`src/rtl/fnd_display_arbiter.sv`:
```
// Two-requester arbiter for a shared 4-digit FND display: minimum-hold ownership,
// tie rotation by last owner, and a 0..9999 clamp on the forwarded value.
module fnd_display_arbiter #(
  parameter int unsigned TICK_DIV = 100_000,
  parameter int unsigned HOLD_MS  = 500
) (
  input  logic        clk,
  input  logic        reset,
  input  logic        req0,
  input  logic [13:0] data0,
  input  logic        req1,
  input  logic [13:0] data1,
  output logic [1:0]  gnt,
  output logic [13:0] fndData,
  output logic [3:0]  fndDot,
  output logic        busy,
  output logic        ovf
);

  localparam int unsigned DIV_W  = (TICK_DIV < 2) ? 1 : $clog2(TICK_DIV);
  localparam int unsigned HOLD_W = (HOLD_MS < 1) ? 1 : $clog2(HOLD_MS + 1);
  localparam logic [13:0] MAX_VAL = 14'd9999;

  // State codes equal the one-hot grant, so gnt/fndDot come straight off the register.
  typedef enum logic [1:0] {
    IDLE = 2'b00,
    OWN0 = 2'b01,
    OWN1 = 2'b10
  } state_t;

  state_t              state, next_state;
  logic [DIV_W-1:0]    div_cnt;
  logic                tick;
  logic [HOLD_W-1:0]   hold_cnt, next_hold, hold_inc;
  logic                hold_done;
  logic                last_owner, next_last;
  logic                busy_r;
  logic [13:0]         fnd_r;
  logic                ovf_r;
  logic                own_req, oth_req;
  logic [13:0]         own_data;
  logic                load;

  assign tick = (div_cnt == DIV_W'(TICK_DIV - 1));

  always_ff @(posedge clk or negedge reset) begin
    if (!reset) begin
      div_cnt <= '0;
    end else if (tick) begin
      div_cnt <= '0;
    end else begin
      div_cnt <= div_cnt + 1'b1;
    end
  end

  assign hold_done = (hold_cnt == HOLD_W'(HOLD_MS));
  assign hold_inc  = (tick && !hold_done) ? hold_cnt + 1'b1 : hold_cnt;
  assign own_req   = (state == OWN1) ? req1 : req0;
  assign oth_req   = (state == OWN1) ? req0 : req1;
  assign own_data  = (state == OWN1) ? data1 : data0;

  always_comb begin
    next_state = state;
    next_hold  = hold_cnt;
    next_last  = last_owner;
    case (state)
      IDLE: begin
        next_hold = '0;
        if (req0 && (!req1 || last_owner)) begin
          next_state = OWN0;
        end else if (req1) begin
          next_state = OWN1;
        end
      end
      OWN0, OWN1: begin
        if (!hold_done) begin
          next_hold = hold_inc;
        end else if (oth_req) begin
          next_state = (state == OWN0) ? OWN1 : OWN0;
        end else if (own_req) begin
          next_hold = hold_inc;
        end else begin
          next_state = IDLE;
          next_hold  = '0;
        end
      end
      default: begin
        next_state = IDLE;
        next_hold  = '0;
      end
    endcase
    if (next_state != state && next_state != IDLE) begin
      next_hold = '0;
      next_last = (next_state == OWN1);
    end
  end

  always_ff @(posedge clk or negedge reset) begin
    if (!reset) begin
      state      <= IDLE;
      hold_cnt   <= '0;
      last_owner <= 1'b1;
      busy_r     <= 1'b0;
    end else begin
      state      <= next_state;
      hold_cnt   <= next_hold;
      last_owner <= next_last;
      busy_r     <= (next_state != IDLE);
    end
  end

  // Data follows the owner that held the grant during the previous cycle.
  assign load = (state != IDLE) && own_req;

  always_ff @(posedge clk or negedge reset) begin
    if (!reset) begin
      fnd_r <= '0;
      ovf_r <= 1'b0;
    end else if (load) begin
      fnd_r <= (own_data > MAX_VAL) ? MAX_VAL : own_data;
      ovf_r <= (own_data > MAX_VAL);
    end
  end

  assign gnt     = state;
  assign fndDot  = {2'b00, state};
  assign busy    = busy_r;
  assign fndData = fnd_r;
  assign ovf     = ovf_r;

endmodule
```
`config.mk`:
```
export PLATFORM = sky130hd
export DESIGN_NAME = fnd_display_arbiter
export DESIGN_NICKNAME = d
export VERILOG_FILES = /design/src/rtl/fnd_display_arbiter.sv
export SDC_FILE = /design/constraint.sdc
export NUM_CORES = 1
export LEC_CHECK = 0
export CAP_MARGIN = 30
export CORE_ASPECT_RATIO = 1.25
export CORE_MARGIN = 1
export CORE_UTILIZATION = 52
export CTS_BUF_LIST = sky130_fd_sc_hd__clkbuf_8
export DETAILED_ROUTE_END_ITERATION = 12
export GPL_ROUTABILITY_DRIVEN = 1
export PLACE_DENSITY_LB_ADDON = 0.15
export SYNTH_ARGS = -nofsm -noshare
export SYNTH_HDL_FRONTEND = slang
export SYNTH_SLANG_ARGS = --single-unit
```
`constraint.sdc`:
```
create_clock -name clk -period 3.5 [get_ports clk]
set_clock_uncertainty 0.1 [all_clocks]
set_input_delay 0.875 -clock clk [delete_from_list [all_inputs] [get_ports clk]]
set_output_delay 0.875 -clock clk [all_outputs]
set_load 0.01 [all_outputs]
```
# [After elaboration in Yosys (flattened, before gate mapping)]
# Cells that the tools add are included.
[word_totals] register_bits=45 wordCells=46 input_bits=32
[classes] n_addsub=2 reduce_logical=11 eq_ne=7 muxes=18 order_cmp=1
[op_table] op="$mux W9" count=6
[op_table] op="$mux W14" count=2
[op_table] op="$add A17 B1 Y17 const B" count=1
[op_table] op="$eq A17 B17 Y1 const B" count=1
[op_table] op="$mux W17" count=1
[op_table] op="$gt A14 B14 Y1 const B" count=1
[op_table] op="$mux W2" count=6
[op_table] op="$add A9 B1 Y9 const B" count=1
[op_table] op="$eq A9 B9 Y1 const B" count=1
[op_table] op="$eq A2 B2 Y1 const B" count=2
[op_table] op="$logic_and A1 B1 Y1" count=4
[op_table] op="$ne A4 B4 Y1 const B" count=1
[op_table] op="$pmux W2 S2" count=1
[op_table] op="$reduce_bool A2 Y1" count=2
[op_table] op="$eq A2 B1 Y1 const B" count=1
[op_table] op="$logic_not A1 Y1" count=2
[op_table] op="$logic_not A2 Y1" count=1
[op_table] op="$mux W1" count=2
[op_table] op="$ne A2 B2 Y1" count=1
[op_table] op="$reduce_or A2 Y1" count=1
[op_table] op="$logic_or A1 B1 Y1" count=1

# [Logic depth before layout (Yosys ltp)]
[depth] word_depth=9 depth_mapped=9 mapped_depth_nobuf=8

# [Worst setup path after synthesis]
# OpenSTA, ideal clock, no wires.
[synth_path] kind="input to register" startpoint="input req0" endpoint="register hold_cnt[0]" path_slack_ns=0.824 required_time_ns=3.274 path_stages=7 setup_ns=0.126 n_path_buf=1 arrival_time_ns=2.449 path_cell_list="buf_4 -> and3b_1 -> o41a_1 -> o41a_1 -> o22a_1 -> o21ai_4 -> nor2_1"
[synth_via] elab_chain_cells=8 elab_cells_between_ends=17 classes_between="2 x eq/ne; 12 x mux; 3 x reduce/logical"
[synth_rtl] element="start, declared" line="9" source="input logic req0,"
[synth_rtl] element="$mux W1" line="58" source="assign own_req = (state == OWN1) ? req1 : req0;"
[synth_rtl] element="$mux W2" line="80" source="end else if (own_req) begin"
[synth_rtl] element="$mux W2" line="78" source="end else if (oth_req) begin"
[synth_rtl] element="$mux W2" line="76" source="if (!hold_done) begin"
[synth_rtl] element="$pmux W2 S2" line="66" source="case (state)"
[synth_rtl] element="$ne A2 B2 Y1 or $reduce_bool A2 Y1 (tied branches)" line="92" source="if (next_state != state && next_state != IDLE) begin"
[synth_rtl] element="$logic_and A1 B1 Y1" line="92"
[synth_rtl] element="$ne A4 B4 Y1 (no line) or $mux W9 (tied branches)"
[synth_rtl] element="end signal, assigned" line="106" source="hold_cnt <= next_hold;"
[synth_rtl] element="end, declared" line="34" source="logic [HOLD_W-1:0] hold_cnt, next_hold, hold_inc;"
# Several ways; a longest one is shown, not always the timed one. The select of a mux whose other input is x is not followed.
# A chain may end at the register's enable or synchronous reset.

# [Worst setup path after layout]
[layout_path] startpoint="input req1" endpoint="register hold_cnt[8]"
[layout_via] elab_chain_cells=8 elab_cells_between_ends=20 classes_between="2 x eq/ne; 13 x mux; 5 x reduce/logical"
[layout_rtl] element="start, declared" line="11" source="input logic req1,"
[layout_rtl] element="$mux W1 or $logic_not A1 Y1 (tied branches)" line="58, 69"
[layout_rtl] element="$mux W2 or $logic_or A1 B1 Y1 (tied branches)" line="80, 69"
[layout_rtl] element="$mux W2 or $logic_and A1 B1 Y1 (tied branches)" line="78, 69"
[layout_rtl] element="$mux W2, on equally long branches" line="76, 69"
[layout_rtl] element="$pmux W2 S2" line="66"
[layout_rtl] element="$ne A2 B2 Y1 or $reduce_bool A2 Y1 (tied branches)" line="92"
[layout_rtl] element="$logic_and A1 B1 Y1" line="92"
[layout_rtl] element="$ne A4 B4 Y1 (no line) or $mux W9 (tied branches)"
# Several ways; a longest one is shown, not always the timed one. The select of a mux whose other input is x is not followed.

==> impl_results.rst <==
.. list-table::
   :header-rows: 1

   * - Metric
     - Value
   * - Status
     - complete, no violations
   * - Clk Latency, worst-skew pair
     - 0.30 ns
   * - Min-delay worst type
     - input port to asynchronous set/reset pin
   * - Mean Syn Cell Area
     - 10.3 sq um
   * - Distinct cell type count of the synthesized netlist
     - 50
   * - I/O pin cnt
     - 54
   * - Highest attainable clock frequency
     - 337 MHz
   * - Synth Cell Area
     - 0.00245 sq mm
   * - Tightest Pin Transition
     - 0.551 ns
   * - CTS Sinks
     - 45
   * - Area of the multi-input gates
     - 0.00125 sq mm
   * - Final setup viols
     - 0
   * - Port Buffer Count
     - 51
   * - Crit path arrival time
     - 3.04 ns
   * - Number of fill cells
     - 359
   * - Ys async rst share
     - 1.00
   * - Number of max-cap violations
     - 0
   * - Final cell utilization of the core
     - 0.701
   * - Power per unit of standard cell area
     - 616 mW/mm^2
   * - Clock Root Buffer
     - clkbuf_8
   * - Static Leakage
     - 1.32 nW
   * - Antenna diodes
     - 0
   * - Hold buffer count at CTS
     - 0
   * - Setup crit start kind
     - input port
   * - Top cells by instance count after synthesis
     - dfrtp_1 (44), nor2_1 (27), nand2_1 (16)
   * - Share of the synthesized area in the top cell type
     - 0.449
   * - Post-CTS Setup Inserts
     - 0
   * - Starting density of the core
     - 0.550
   * - Die extent in x
     - 63.4 microns
   * - Flops & latches, synth
     - 45
   * - Top cells by area in the synthesized netlist
     - dfrtp_1 (45%), mux2i_1 (4.9%), xor2_1 (4.3%), nor2_1 (4.1%), ha_1 (3.6%)
   * - Cells after synthesis
     - 239
   * - Worst slack after detailed placement
     - 0.265 ns
   * - Number of enable-type register cells in the synthesized netlist
     - 0
   * - Placer congestion estimate
     - 0.821
   * - TritonCTS clock tree
     - yes
   * - Post-detailed-route via-to-cell ratio
     - 5.59
   * - Library cell with the highest instance count after synthesis
     - dfrtp_1
   * - Area inside the core boundary
     - 0.00446 sq mm
   * - Critical path peak fanout
     - 9
   * - Final count of hold timing violations
     - 0
   * - Final WL
     - 5.12 mm
   * - Number of cell rows
     - 27
   * - DRC violations left
     - 0
   * - H-tree level count
     - 2
   * - Maximum number of pins on one net before global-route repair
     - 33
   * - Wire length per cell after detailed routing
     - 14.5 microns
   * - Half-perimeter wire length after placement
     - 3.70 mm
   * - Headroom to the max-slew limit
     - 0.632
   * - Leading area contributor after synthesis
     - dfrtp_1
   * - Number of warnings printed during yosys synthesis
     - 0
   * - Clock slew at reported path FFs
     - 0.09 ns
   * - Die extent in y
     - 78.8 microns
   * - Wire length of the first global-routing pass
     - 8.45 mm
   * - Total area of sequential cells
     - 0.00113 sq mm
   * - Antenna-violating nets left
     - 0
   * - Total power of the final layout
     - 1.93 mW
   * - Kind of end point of the critical path
     - flip-flop
   * - Final Worst Setup Slack
     - 0.534 ns
   * - Top flip-flop cell by instance count after synthesis
     - dfrtp_1
   * - Final global-route overflow total
     - 0
   * - Number of global-route vias before repair
     - 1945
   * - Required arrival time at the worst endpoint
     - 3.57 ns
   * - Gates resized, CTS repair
     - 0
   * - Setup repair after global routing missed its margin
     - no
   * - Fraction of layout instances using a drive strength above 1
     - 0.0986
   * - Start-to-end type of the worst setup path
     - input port to flip-flop
   * - Number of DRC violations after detailed-routing iteration 0
     - 102
   * - Peak supply drop
     - 0.266 mV
   * - Area of the die
     - 0.00499 sq mm
   * - Setup TNS after final layout
     - 0 ns
   * - Tmin final
     - 2.97 ns
   * - Number of iterations in the first detailed-routing pass
     - 4
   * - FF-to-FF path depth
     - 9
   * - Area added between synthesis and finish
     - 27.5%
   * - Clock buffers created by TritonCTS
     - 5
   * - Register area share after synthesis
     - 0.460
   * - Initial antenna violation count
     - 0
   * - Period utilisation layout
     - 0.847
   * - Final Slew Violations
     - 0
   * - Buffers from clock root to sink, at most
     - 2
   * - Number of vias after detailed routing
     - 1966
   * - Final #Nets
     - 332
   * - Global-route total usage across every layer
     - 0.218
## where the power goes
group          total [mW]  switching [mW]  internal [mW]
logic               0.900           0.446          0.454
registers           0.690          0.0640          0.626
clock network       0.336           0.175          0.160
total                1.93           0.685           1.24
## logic make-up after synthesis
family                     synth area share
AOI/OAI and AO/OA                     0.113
xor gates and xnor gates             0.0786
adders and majority gates            0.0357
buffers and inverters                0.0327
DFF                                   0.460
muxes                                0.0674
other                               0.00153
and+or+nand+nor                       0.211
## cells in the final DEF (no fill, tap or decap), types with 6 or more instances in the layout
master / instances
and3_1: 6
ha_1: 7
a21oi_1: 11
nor2_1: 27
xor2_1: 12
xnor2_1: 10
nand2_1: 16
mux2i_1: 12
clkbuf_8: 6
nor4_1: 6
dfrtp_1: 44
nand3_1: 7
clkdlybuf4s50_1: 50
## per-layer routing
metal,track usage,vias to the layer above,wire [microns]
met4,0.0795,0,80
li1,-,957,-
met2,0.373,61,2450
met3,0.0474,10,232
met1,0.267,938,2350
met5,0,-,0
## flip-flops by register name, summed over array words and instances, names as in the netlist
signal	flops
busy	1
div_cnt	17
fndData	14
gnt	2
hold_cnt	9
last_owner	1
ovf	1
## area by class of cell
class,instances,area share
Inverter,5,0.00600
Multi-Input combinational cell,179,0.399
Timing Repair Buffer,57,0.180
Tap cell,58,0.0232
Sequential cell,45,0.361
Clock buffer,6,0.0264
Clock inverter,2,0.00440
## worst max-delay path, cell delays in order
cell	delay (ns)
clkdlybuf4s50_1	0.53
and3b_1	0.24
o41a_1	0.40
o41a_1	0.41
o22a_1	0.23
o21ai_4	0.26
nor2_1	0.09
## final timing paths
| check | slack (ns) | to | start |
|---|---|---|---|
| max | 0.53 | hold_cnt[8] | req1 |
| min | 0.36 | fndData[6] | reset |
| max reg2reg | 0.67 | hold_cnt[8] | gnt[0] |
| min reg2reg | 0.36 | div_cnt[0] | div_cnt[0] |
| max in group asynchronous | 2.46 | hold_cnt[8] | reset |
| min in group clk | 0.36 | div_cnt[0] | div_cnt[0] |
## through the flow
stage	hold WS, ns	std cells	area [sq um]
CTS	0.362	352	3130
detailed placement	0.351	344	3030
floorplan	0.324	240	2450
global placement	0.346	343	3010
global route	0.373	352	3130
finish	0.357	352	3130
Note: power is estimated with default switching activity, not from simulation.
